`config.mk`:
```
export PLATFORM = sky130hd
export DESIGN_NAME = alu_seq
export DESIGN_NICKNAME = d
export VERILOG_FILES = /design/src/rtl/alu_pkg.sv /design/src/rtl/alu_mul_seq.sv /design/src/rtl/alu_seq.sv
export SDC_FILE = /design/constraint.sdc
export NUM_CORES = 1
export LEC_CHECK = 0
export BUFFER_PORTS_ARGS = -buffer_cell sky130_fd_sc_hd__buf_2
export CAP_MARGIN = 10
export CORE_ASPECT_RATIO = 1.4
export CORE_MARGIN = 2
export CORE_UTILIZATION = 45
export DETAILED_ROUTE_END_ITERATION = 10
export GPL_TIMING_DRIVEN = 0
export HOLD_SLACK_MARGIN = 0.08
export PLACE_DENSITY = 0.66
export SLEW_MARGIN = 20
export SYNTH_ARGS = -nofsm -noshare
export SYNTH_HDL_FRONTEND = slang
export SYNTH_SLANG_ARGS = --single-unit
```
`constraint.sdc`:
```
create_clock -name clk -period 14.98 [get_ports clk]
set_input_delay 0.749 -clock clk [delete_from_list [all_inputs] [get_ports clk]]
set_output_delay 0.749 -clock clk [all_outputs]
set_load 0.05 [all_outputs]
```
`src/rtl/alu_pkg.sv`:
```
// Shared operation encoding and FSM state type for the sequential ALU.
// op[2] selects the inverted B operand, matching the original 1-bit ALU slice.
package alu_pkg;

  localparam logic [2:0] OP_AND  = 3'b000;
  localparam logic [2:0] OP_OR   = 3'b001;
  localparam logic [2:0] OP_ADD  = 3'b010;
  localparam logic [2:0] OP_MUL  = 3'b011;
  localparam logic [2:0] OP_ANDN = 3'b100;
  localparam logic [2:0] OP_ORN  = 3'b101;
  localparam logic [2:0] OP_SUB  = 3'b110;
  localparam logic [2:0] OP_SLT  = 3'b111;

  typedef enum logic {
    ST_IDLE = 1'b0,
    ST_MUL  = 1'b1
  } state_t;

endpackage

```
`src/rtl/alu_mul_seq.sv`:
```
// Radix-2 shift-add unsigned multiplier: one partial product per run cycle.
// done is asserted combinationally during the last step; product then holds the final value.
module alu_mul_seq #(
  parameter int WIDTH = 32,
  parameter int CNT_W = $clog2(WIDTH) + 1
) (
  input  logic               clk,
  input  logic               rst,
  input  logic               start,
  input  logic               run,
  input  logic [WIDTH-1:0]   a,
  input  logic [WIDTH-1:0]   b,
  output logic               done,
  output logic [2*WIDTH-1:0] product
);

  logic [2*WIDTH-1:0] mcand;
  logic [2*WIDTH-1:0] acc;
  logic [WIDTH-1:0]   mplier;
  logic [CNT_W-1:0]   cnt;

  assign product = acc + (mplier[0] ? mcand : '0);
  assign done    = run && (cnt == CNT_W'(WIDTH - 1));

  // NOTE: the operand/accumulator registers are reset too, so an aborted multiply leaves no stale state.
  always_ff @(posedge clk or posedge rst) begin
    if (rst) begin
      mcand  <= '0;
      acc    <= '0;
      mplier <= '0;
      cnt    <= '0;
    end else if (start) begin
      mcand  <= {{WIDTH{1'b0}}, a};
      acc    <= '0;
      mplier <= b;
      cnt    <= '0;
    end else if (run) begin
      acc    <= product;
      mcand  <= mcand << 1;
      mplier <= mplier >> 1;
      cnt    <= cnt + CNT_W'(1);
    end
  end

endmodule

```
`src/rtl/alu_seq.sv`:
```
// WIDTH-bit ALU with registered, handshaked outputs and a multi-cycle unsigned multiply.
// Single-cycle ops complete in one cycle; MUL occupies the block for WIDTH cycles.
module alu_seq #(
  parameter int WIDTH = 32
) (
  input  logic             clk,
  input  logic             rst,
  input  logic             in_valid,
  output logic             in_ready,
  input  logic [WIDTH-1:0] a,
  input  logic [WIDTH-1:0] b,
  input  logic             cin,
  input  logic [2:0]       op,
  output logic             out_valid,
  input  logic             out_ready,
  output logic [WIDTH-1:0] result,
  output logic             cout,
  output logic             overflow,
  output logic             zero
);

  import alu_pkg::*;

  localparam int CNT_W = $clog2(WIDTH) + 1;

  state_t             state_q, state_d;
  logic [WIDTH-1:0]   b_eff, sum, dp_result;
  logic               carry_in, carry_out, carry_msb, add_ovf;
  logic               dp_cout, dp_ovf;
  logic               accept, is_mul, mul_done;
  logic [2*WIDTH-1:0] mul_product;

  // A new operand set may enter only when the output register is free or being drained.
  assign in_ready = (state_q == ST_IDLE) && (!out_valid || out_ready);
  assign accept   = in_valid && in_ready;
  assign is_mul   = (op == OP_MUL);

  // NOTE: every always_comb output gets a default first so no path can infer a latch.
  always_comb begin
    b_eff     = op[2] ? ~b : b;
    carry_in  = (op == OP_ADD) ? cin : op[2];
    {carry_out, sum} = {1'b0, a} + {1'b0, b_eff} + {{WIDTH{1'b0}}, carry_in};
    carry_msb = a[WIDTH-1] ^ b_eff[WIDTH-1] ^ sum[WIDTH-1];
    add_ovf   = carry_msb ^ carry_out;
    dp_result = '0;
    dp_cout   = 1'b0;
    dp_ovf    = 1'b0;
    case (op[1:0])
      2'b00: dp_result = a & b_eff;
      2'b01: dp_result = a | b_eff;
      2'b10: begin
        dp_result = sum;
        dp_cout   = carry_out;
        dp_ovf    = add_ovf;
      end
      default: begin
        if (op[2]) begin
          dp_result = {{(WIDTH-1){1'b0}}, sum[WIDTH-1] ^ add_ovf};
          dp_cout   = carry_out;
          dp_ovf    = add_ovf;
        end
      end
    endcase
  end

  alu_mul_seq #(
    .WIDTH (WIDTH),
    .CNT_W (CNT_W)
  ) u_mul (
    .clk     (clk),
    .rst     (rst),
    .start   (accept && is_mul),
    .run     (state_q == ST_MUL),
    .a       (a),
    .b       (b),
    .done    (mul_done),
    .product (mul_product)
  );

  always_ff @(posedge clk or posedge rst) begin
    if (rst) state_q <= ST_IDLE;
    else     state_q <= state_d;
  end

  always_comb begin
    state_d = state_q;
    case (state_q)
      ST_IDLE: if (accept && is_mul) state_d = ST_MUL;
      ST_MUL:  if (mul_done)         state_d = ST_IDLE;
      default: state_d = ST_IDLE;
    endcase
  end

  // NOTE: sequential state uses non-blocking assignments so all registers update together.
  always_ff @(posedge clk or posedge rst) begin
    if (rst) begin
      out_valid <= 1'b0;
      result    <= '0;
      cout      <= 1'b0;
      overflow  <= 1'b0;
      zero      <= 1'b0;
    end else if (accept && !is_mul) begin
      out_valid <= 1'b1;
      result    <= dp_result;
      cout      <= dp_cout;
      overflow  <= dp_ovf;
      zero      <= (dp_result == '0);
    end else if (accept) begin
      out_valid <= 1'b0;
    end else if (mul_done) begin
      out_valid <= 1'b1;
      result    <= mul_product[WIDTH-1:0];
      cout      <= |mul_product[2*WIDTH-1:WIDTH];
      overflow  <= 1'b0;
      zero      <= (mul_product[WIDTH-1:0] == '0);
    end else if (out_valid && out_ready) begin
      out_valid <= 1'b0;
    end
  end

endmodule

```
==> flow_summary.html <==
<table>
<tr><th>Metric</th><th>Value</th></tr>
<tr><th colspan="2">Status</th></tr>
<tr><td>Status</td><td>finished clean</td></tr>
<tr><th colspan="2">Floorplan</th></tr>
<tr><td>Die extent in y</td><td>231.9 um</td></tr>
<tr><td>Core Footprint</td><td>0.03666 mm2</td></tr>
<tr><td>Die W</td><td>166.8 um</td></tr>
<tr><td>Standard-cell row count</td><td>83</td></tr>
<tr><td>Overall die area</td><td>0.03866 mm2</td></tr>
<tr><td>Effective utilization at floorplan</td><td>45.52%</td></tr>
<tr><td>Top Ports</td><td>109</td></tr>
<tr><th colspan="2">Timing</th></tr>
<tr><td>Setup Skew</td><td>0.01377 ns</td></tr>
<tr><td>Pin slew with the least headroom to its limit</td><td>1.126 ns</td></tr>
<tr><td>Count of final setup violators</td><td>0</td></tr>
<tr><td>Worst slew margin relative to its limit</td><td>24.94%</td></tr>
<tr><td>Total negative slack</td><td>0 ns</td></tr>
<tr><td>Setup repair after global routing missed its margin</td><td>no</td></tr>
<tr><td>Fin. max-slew vios</td><td>0</td></tr>
<tr><td>Timing-limited maximum frequency</td><td>0.1739 GHz</td></tr>
<tr><td>Setup WS post-layout</td><td>9.231 ns</td></tr>
<tr><td>Final worst-path cycle share</td><td>38.38%</td></tr>
<tr><td>Fin. Hold Viols</td><td>0</td></tr>
<tr><td>Final critical-path required period</td><td>5.749 ns</td></tr>
<tr><th colspan="2">Pwr</th></tr>
<tr><td>Reported leakage power</td><td>8.860 nW</td></tr>
<tr><td>P per Cell Area</td><td>160.2 mW/mm2</td></tr>
<tr><td>Power Total</td><td>2.982 mW</td></tr>
<tr><td>Peak VDD IR</td><td>121.8 uV</td></tr>
<tr><th colspan="2">Yosys</th></tr>
<tr><td>Synth area leader</td><td>sky130_fd_sc_hd__dfrtp_1</td></tr>
<tr><td>Count of cell types in the netlist</td><td>88</td></tr>
<tr><td>Area share of the leading cell type in the synthesized netlist</td><td>30.44%</td></tr>
<tr><td>Seq/Total Area, Yosys</td><td>30.44%</td></tr>
<tr><td>Register bit total from synthesis</td><td>203</td></tr>
<tr><td>Synth top area cells</td><td>sky130_fd_sc_hd__dfrtp_1, sky130_fd_sc_hd__ha_1, sky130_fd_sc_hd__nand2_1</td></tr>
<tr><td>Post-synthesis instance area</td><td>0.01669 mm2</td></tr>
<tr><td>Most used DFF post-synth</td><td>sky130_fd_sc_hd__dfrtp_1</td></tr>
<tr><td>Yosys warning count</td><td>0</td></tr>
<tr><td>Synthesized instance count</td><td>2111</td></tr>
<tr><td>Fraction of registers with async set or reset after synthesis</td><td>100.0%</td></tr>
<tr><td>Mean cell area of the mapped netlist</td><td>7.905 um2</td></tr>
<tr><td>Count of flip-flops with a built-in enable after synthesis</td><td>0</td></tr>
<tr><td>Synthesized net count</td><td>2314</td></tr>
<tr><th colspan="2">CTS</th></tr>
<tr><td>Clock-pin slew on the worst setup and hold paths</td><td>0.06 ns</td></tr>
<tr><td>Deepest clock path buffer count</td><td>3</td></tr>
<tr><td>CTS-repair resized insts</td><td>0</td></tr>
<tr><td>Number of buffers created by CTS</td><td>23</td></tr>
<tr><td>TritonCTS clock tree</td><td>done</td></tr>
<tr><td>Root cell of the clock tree</td><td>sky130_fd_sc_hd__clkbuf_16</td></tr>
<tr><td>Clock Latency Late Sink</td><td>0.55 ns</td></tr>
<tr><td>Maximum level of the CTS H-tree</td><td>1</td></tr>
<tr><td>Number of buffers inserted to repair setup after CTS</td><td>0</td></tr>
<tr><td>Clock Sink Count</td><td>203</td></tr>
<tr><td>Number of buffers added to fix hold violations after cts</td><td>0</td></tr>
<tr><th colspan="2">Drt</th></tr>
<tr><td>1st-pass router iterations</td><td>5</td></tr>
<tr><td>Residual DRC count</td><td>0</td></tr>
<tr><td>Number of violations reported at the end of detailed-routing iteration 0</td><td>1034</td></tr>
<tr><td>Via-per-instance ratio</td><td>5.900</td></tr>
<tr><td>Number of nets with antenna violations after detailed routing</td><td>0</td></tr>
<tr><td>Via count</td><td>16090</td></tr>
<tr><td>Sum of routed wire length over all layers</td><td>59190 um</td></tr>
<tr><td>Post-DR wirelength/cell</td><td>21.71 um</td></tr>
<tr><th colspan="2">Placed design</th></tr>
<tr><td>Pre-CTS setup slack</td><td>8.724 ns</td></tr>
<tr><td>Count of buffers inserted at the top-level ports</td><td>107</td></tr>
<tr><td>Routability Congestion</td><td>0.9557</td></tr>
<tr><td>Estimated wirelength of the detail-placed design</td><td>47800 um</td></tr>
<tr><th colspan="2">Setup path</th></tr>
<tr><td>Capture point of the worst path</td><td>zero</td></tr>
<tr><td>Setup slack of the most critical reg-to-reg path</td><td>9.94 ns</td></tr>
<tr><td>Length in cells of the worst reg-to-reg path</td><td>16</td></tr>
<tr><td>Launching point of the worst reg2reg path</td><td>u_mul.mplier[0]</td></tr>
<tr><td>Worst Setup Start Kind</td><td>input port</td></tr>
<tr><td>Critical path launch point</td><td>op[2]</td></tr>
<tr><td>Worst EP required</td><td>15.47 ns</td></tr>
<tr><td>Capturing element type of the critical path</td><td>register</td></tr>
<tr><td>Crit Path Class</td><td>input port to register</td></tr>
<tr><td>Endpoint arrival time on the critical path</td><td>6.23 ns</td></tr>
<tr><td>Worst flop-to-flop path endpoint</td><td>cout</td></tr>
<tr><td>Worst Path Max Fanout</td><td>10</td></tr>
<tr><th colspan="2">Layout</th></tr>
<tr><td>Fraction of layout cells with a size suffix above 1</td><td>8.407%</td></tr>
<tr><td>End-of-flow core utilization</td><td>50.79%</td></tr>
<tr><td>Total Nets Final</td><td>2448</td></tr>
<tr><td>Post-synthesis to final-layout area growth</td><td>11.58%</td></tr>
<tr><td>Antenna diode count</td><td>0</td></tr>
<tr><td>Footprint of the flip-flops and latches</td><td>0.005080 mm2</td></tr>
<tr><td>Total of fill cells in the finished design</td><td>3640</td></tr>
<tr><td>Area taken by multi-input logic gates</td><td>0.01069 mm2</td></tr>
<tr><th colspan="2">Global routing</th></tr>
<tr><td>Global-route wire length before repair</td><td>91250 um</td></tr>
<tr><td>Number of global-route vias before repair</td><td>16290</td></tr>
<tr><td>Largest net degree at the start of global routing</td><td>89</td></tr>
<tr><td>GRT Residual Overflow</td><td>0</td></tr>
<tr><td>Initial antenna violation count</td><td>0</td></tr>
<tr><td>All-layer global routing usage</td><td>30.12%</td></tr>
<tr><th colspan="2">Job</th></tr>
<tr><td>Max cap viols</td><td>0</td></tr>
<tr><th colspan="2">Min path</th></tr>
<tr><td>Worst hold-check path type</td><td>input port to async pin</td></tr>
</table>
synth_stat cells (6+ instances only):
| master | instances |
|---|---|
| sky130_fd_sc_hd__a2111oi_0 | 7 |
| sky130_fd_sc_hd__nand3_1 | 30 |
| sky130_fd_sc_hd__nor2_1 | 135 |
| sky130_fd_sc_hd__nor4_1 | 18 |
| sky130_fd_sc_hd__nor2b_1 | 13 |
| sky130_fd_sc_hd__o211ai_1 | 20 |
| sky130_fd_sc_hd__o22ai_1 | 14 |
| sky130_fd_sc_hd__and2_1 | 68 |
| sky130_fd_sc_hd__buf_2 | 17 |
| sky130_fd_sc_hd__a211o_1 | 7 |
| sky130_fd_sc_hd__mux2i_1 | 64 |
| sky130_fd_sc_hd__a211oi_1 | 27 |
| sky130_fd_sc_hd__or3_1 | 10 |
| sky130_fd_sc_hd__a21oi_1 | 143 |
| sky130_fd_sc_hd__o21a_1 | 16 |
| sky130_fd_sc_hd__nor3_1 | 37 |
| sky130_fd_sc_hd__o31ai_1 | 8 |
| sky130_fd_sc_hd__dfrtp_1 | 203 |
| sky130_fd_sc_hd__o21ai_1 | 12 |
| sky130_fd_sc_hd__o21bai_1 | 13 |
| sky130_fd_sc_hd__nand2b_1 | 9 |
| sky130_fd_sc_hd__xnor2_1 | 40 |
| sky130_fd_sc_hd__and3_1 | 12 |
| sky130_fd_sc_hd__nand2_1 | 350 |
| sky130_fd_sc_hd__nand4_1 | 37 |
| sky130_fd_sc_hd__ha_1 | 128 |
| sky130_fd_sc_hd__o21ai_0 | 166 |
| sky130_fd_sc_hd__a21o_1 | 36 |
| sky130_fd_sc_hd__a22oi_1 | 62 |
| sky130_fd_sc_hd__a21oi_2 | 6 |
| sky130_fd_sc_hd__inv_1 | 102 |
| sky130_fd_sc_hd__xor2_1 | 72 |
| sky130_fd_sc_hd__clkbuf_1 | 98 |
| sky130_fd_sc_hd__buf_1 | 12 |
| sky130_fd_sc_hd__a31oi_1 | 21 |
through the flow:
step / std cells / hold slack (ns) / cell area, um2
after floorplan: 2111 / 0.4463 / 16690
after global placement: 2685 / 0.4538 / 17810
after detailed placement: 2687 / 0.4504 / 17870
after CTS: 2727 / 0.1904 / 18620
after global routing: 2727 / 0.2054 / 18620
final: 2727 / 0.1895 / 18620
state kept, by name, indices dropped and copies added, names as in the netlist:
name,flops
u_mul.acc,64
zero,1
u_mul.mplier,32
state_q,1
overflow,1
cout,1
u_mul.cnt,6
out_valid,1
u_mul.mcand,64
result,32
metal layers:
metal	track usage, %	vias to the layer above	wire [um]
met4	17.48	0	3832
li1	-	7773	-
met2	57.18	448	30730
met5	0	-	0
met1	32.11	7705	22400
met3	3.255	162	2234
power breakdown:
group	internal [mW]	switching [mW]	leakage [nW]
registers	0.767	0.163	2.61
clock network	0.333	0.245	0.373
logic	0.497	0.977	5.87
total	1.60	1.39	8.86
worst max-delay path, stage by stage:
cell and delay [ns]:
sky130_fd_sc_hd__clkbuf_1 0.54, sky130_fd_sc_hd__buf_1 0.79, sky130_fd_sc_hd__xor2_1 0.28, sky130_fd_sc_hd__fa_1 0.57
sky130_fd_sc_hd__fa_1 0.45, sky130_fd_sc_hd__a21o_1 0.23, sky130_fd_sc_hd__a221oi_2 0.47, sky130_fd_sc_hd__o21ai_1 0.13
sky130_fd_sc_hd__a211o_1 0.29, sky130_fd_sc_hd__nor4_1 0.31, sky130_fd_sc_hd__nand4_1 0.27, sky130_fd_sc_hd__nor4_1 0.25
sky130_fd_sc_hd__nand4_1 0.15, sky130_fd_sc_hd__nor4_1 0.36, sky130_fd_sc_hd__and4_1 0.24, sky130_fd_sc_hd__a31o_1 0.14
cell families after synthesis:
| group | synth area share (%) |
|---|---|
| AND/OR/NAND/NOR | 20.51 |
| AO/OA/AOI/OAI | 23.89 |
| buffers and inverters | 5.481 |
| flip-flops | 30.44 |
| adder cells (fa/ha/maj) | 9.957 |
| XOR/XNOR | 5.878 |
| multiplexers | 3.839 |
cells in the final DEF, fill, tap and decap left out, types with 6 or more instances in the layout:
master	count
sky130_fd_sc_hd__o21ai_1	12
sky130_fd_sc_hd__xor2_1	72
sky130_fd_sc_hd__a2111oi_0	7
sky130_fd_sc_hd__a211oi_1	27
sky130_fd_sc_hd__nor2_1	135
sky130_fd_sc_hd__a21oi_2	6
sky130_fd_sc_hd__clkbuf_1	102
sky130_fd_sc_hd__buf_2	124
sky130_fd_sc_hd__a21oi_1	143
sky130_fd_sc_hd__nand2b_1	9
sky130_fd_sc_hd__xnor2_1	40
sky130_fd_sc_hd__clkbuf_8	7
sky130_fd_sc_hd__o21a_1	16
sky130_fd_sc_hd__o21ai_0	166
sky130_fd_sc_hd__dfrtp_1	203
sky130_fd_sc_hd__o22ai_1	14
sky130_fd_sc_hd__o21bai_1	13
sky130_fd_sc_hd__a31oi_1	21
sky130_fd_sc_hd__a211o_1	7
sky130_fd_sc_hd__nor2b_1	13
sky130_fd_sc_hd__inv_1	101
sky130_fd_sc_hd__a22oi_1	62
sky130_fd_sc_hd__o31ai_1	8
sky130_fd_sc_hd__nor4_1	18
sky130_fd_sc_hd__and2_1	68
sky130_fd_sc_hd__mux2i_1	64
sky130_fd_sc_hd__nand2_1	350
sky130_fd_sc_hd__nand4_1	37
sky130_fd_sc_hd__buf_1	12
sky130_fd_sc_hd__a21o_1	36
sky130_fd_sc_hd__and3_1	12
sky130_fd_sc_hd__nand3_1	30
sky130_fd_sc_hd__or3_1	10
sky130_fd_sc_hd__ha_1	128
sky130_fd_sc_hd__clkbuf_16	23
sky130_fd_sc_hd__nor3_1	37
sky130_fd_sc_hd__o211ai_1	20
cell type report:
class	instances	area share, %
Sequential cell	203	27.28
Clock buffer	34	3.689
Tap cell	467	3.138
Clock inverter	6	0.3360
Timing Repair Buffer	109	3.172
Inverter	103	2.117
Buffer	130	2.836
Multi-Input combinational cell	1675	57.43
worst min-delay path by stage:
| stage | start | to | slack [ns] | depth (start not counted) |
|---|---|---|---|---|
| floorplan | u_mul.mplier[10] | u_mul.mplier[10] | 0.45 | 2 |
| global placement | result[10] | result[10] | 0.45 | 2 |
| detailed placement | result[10] | result[10] | 0.45 | 2 |
| CTS | rst | u_mul.mcand[56] | 0.19 | 2 |
| global route | rst | u_mul.mcand[56] | 0.21 | 2 |
| finish | rst | u_mul.mcand[56] | 0.19 | 2 |
Note: power is estimated with default switching activity, not from simulation.
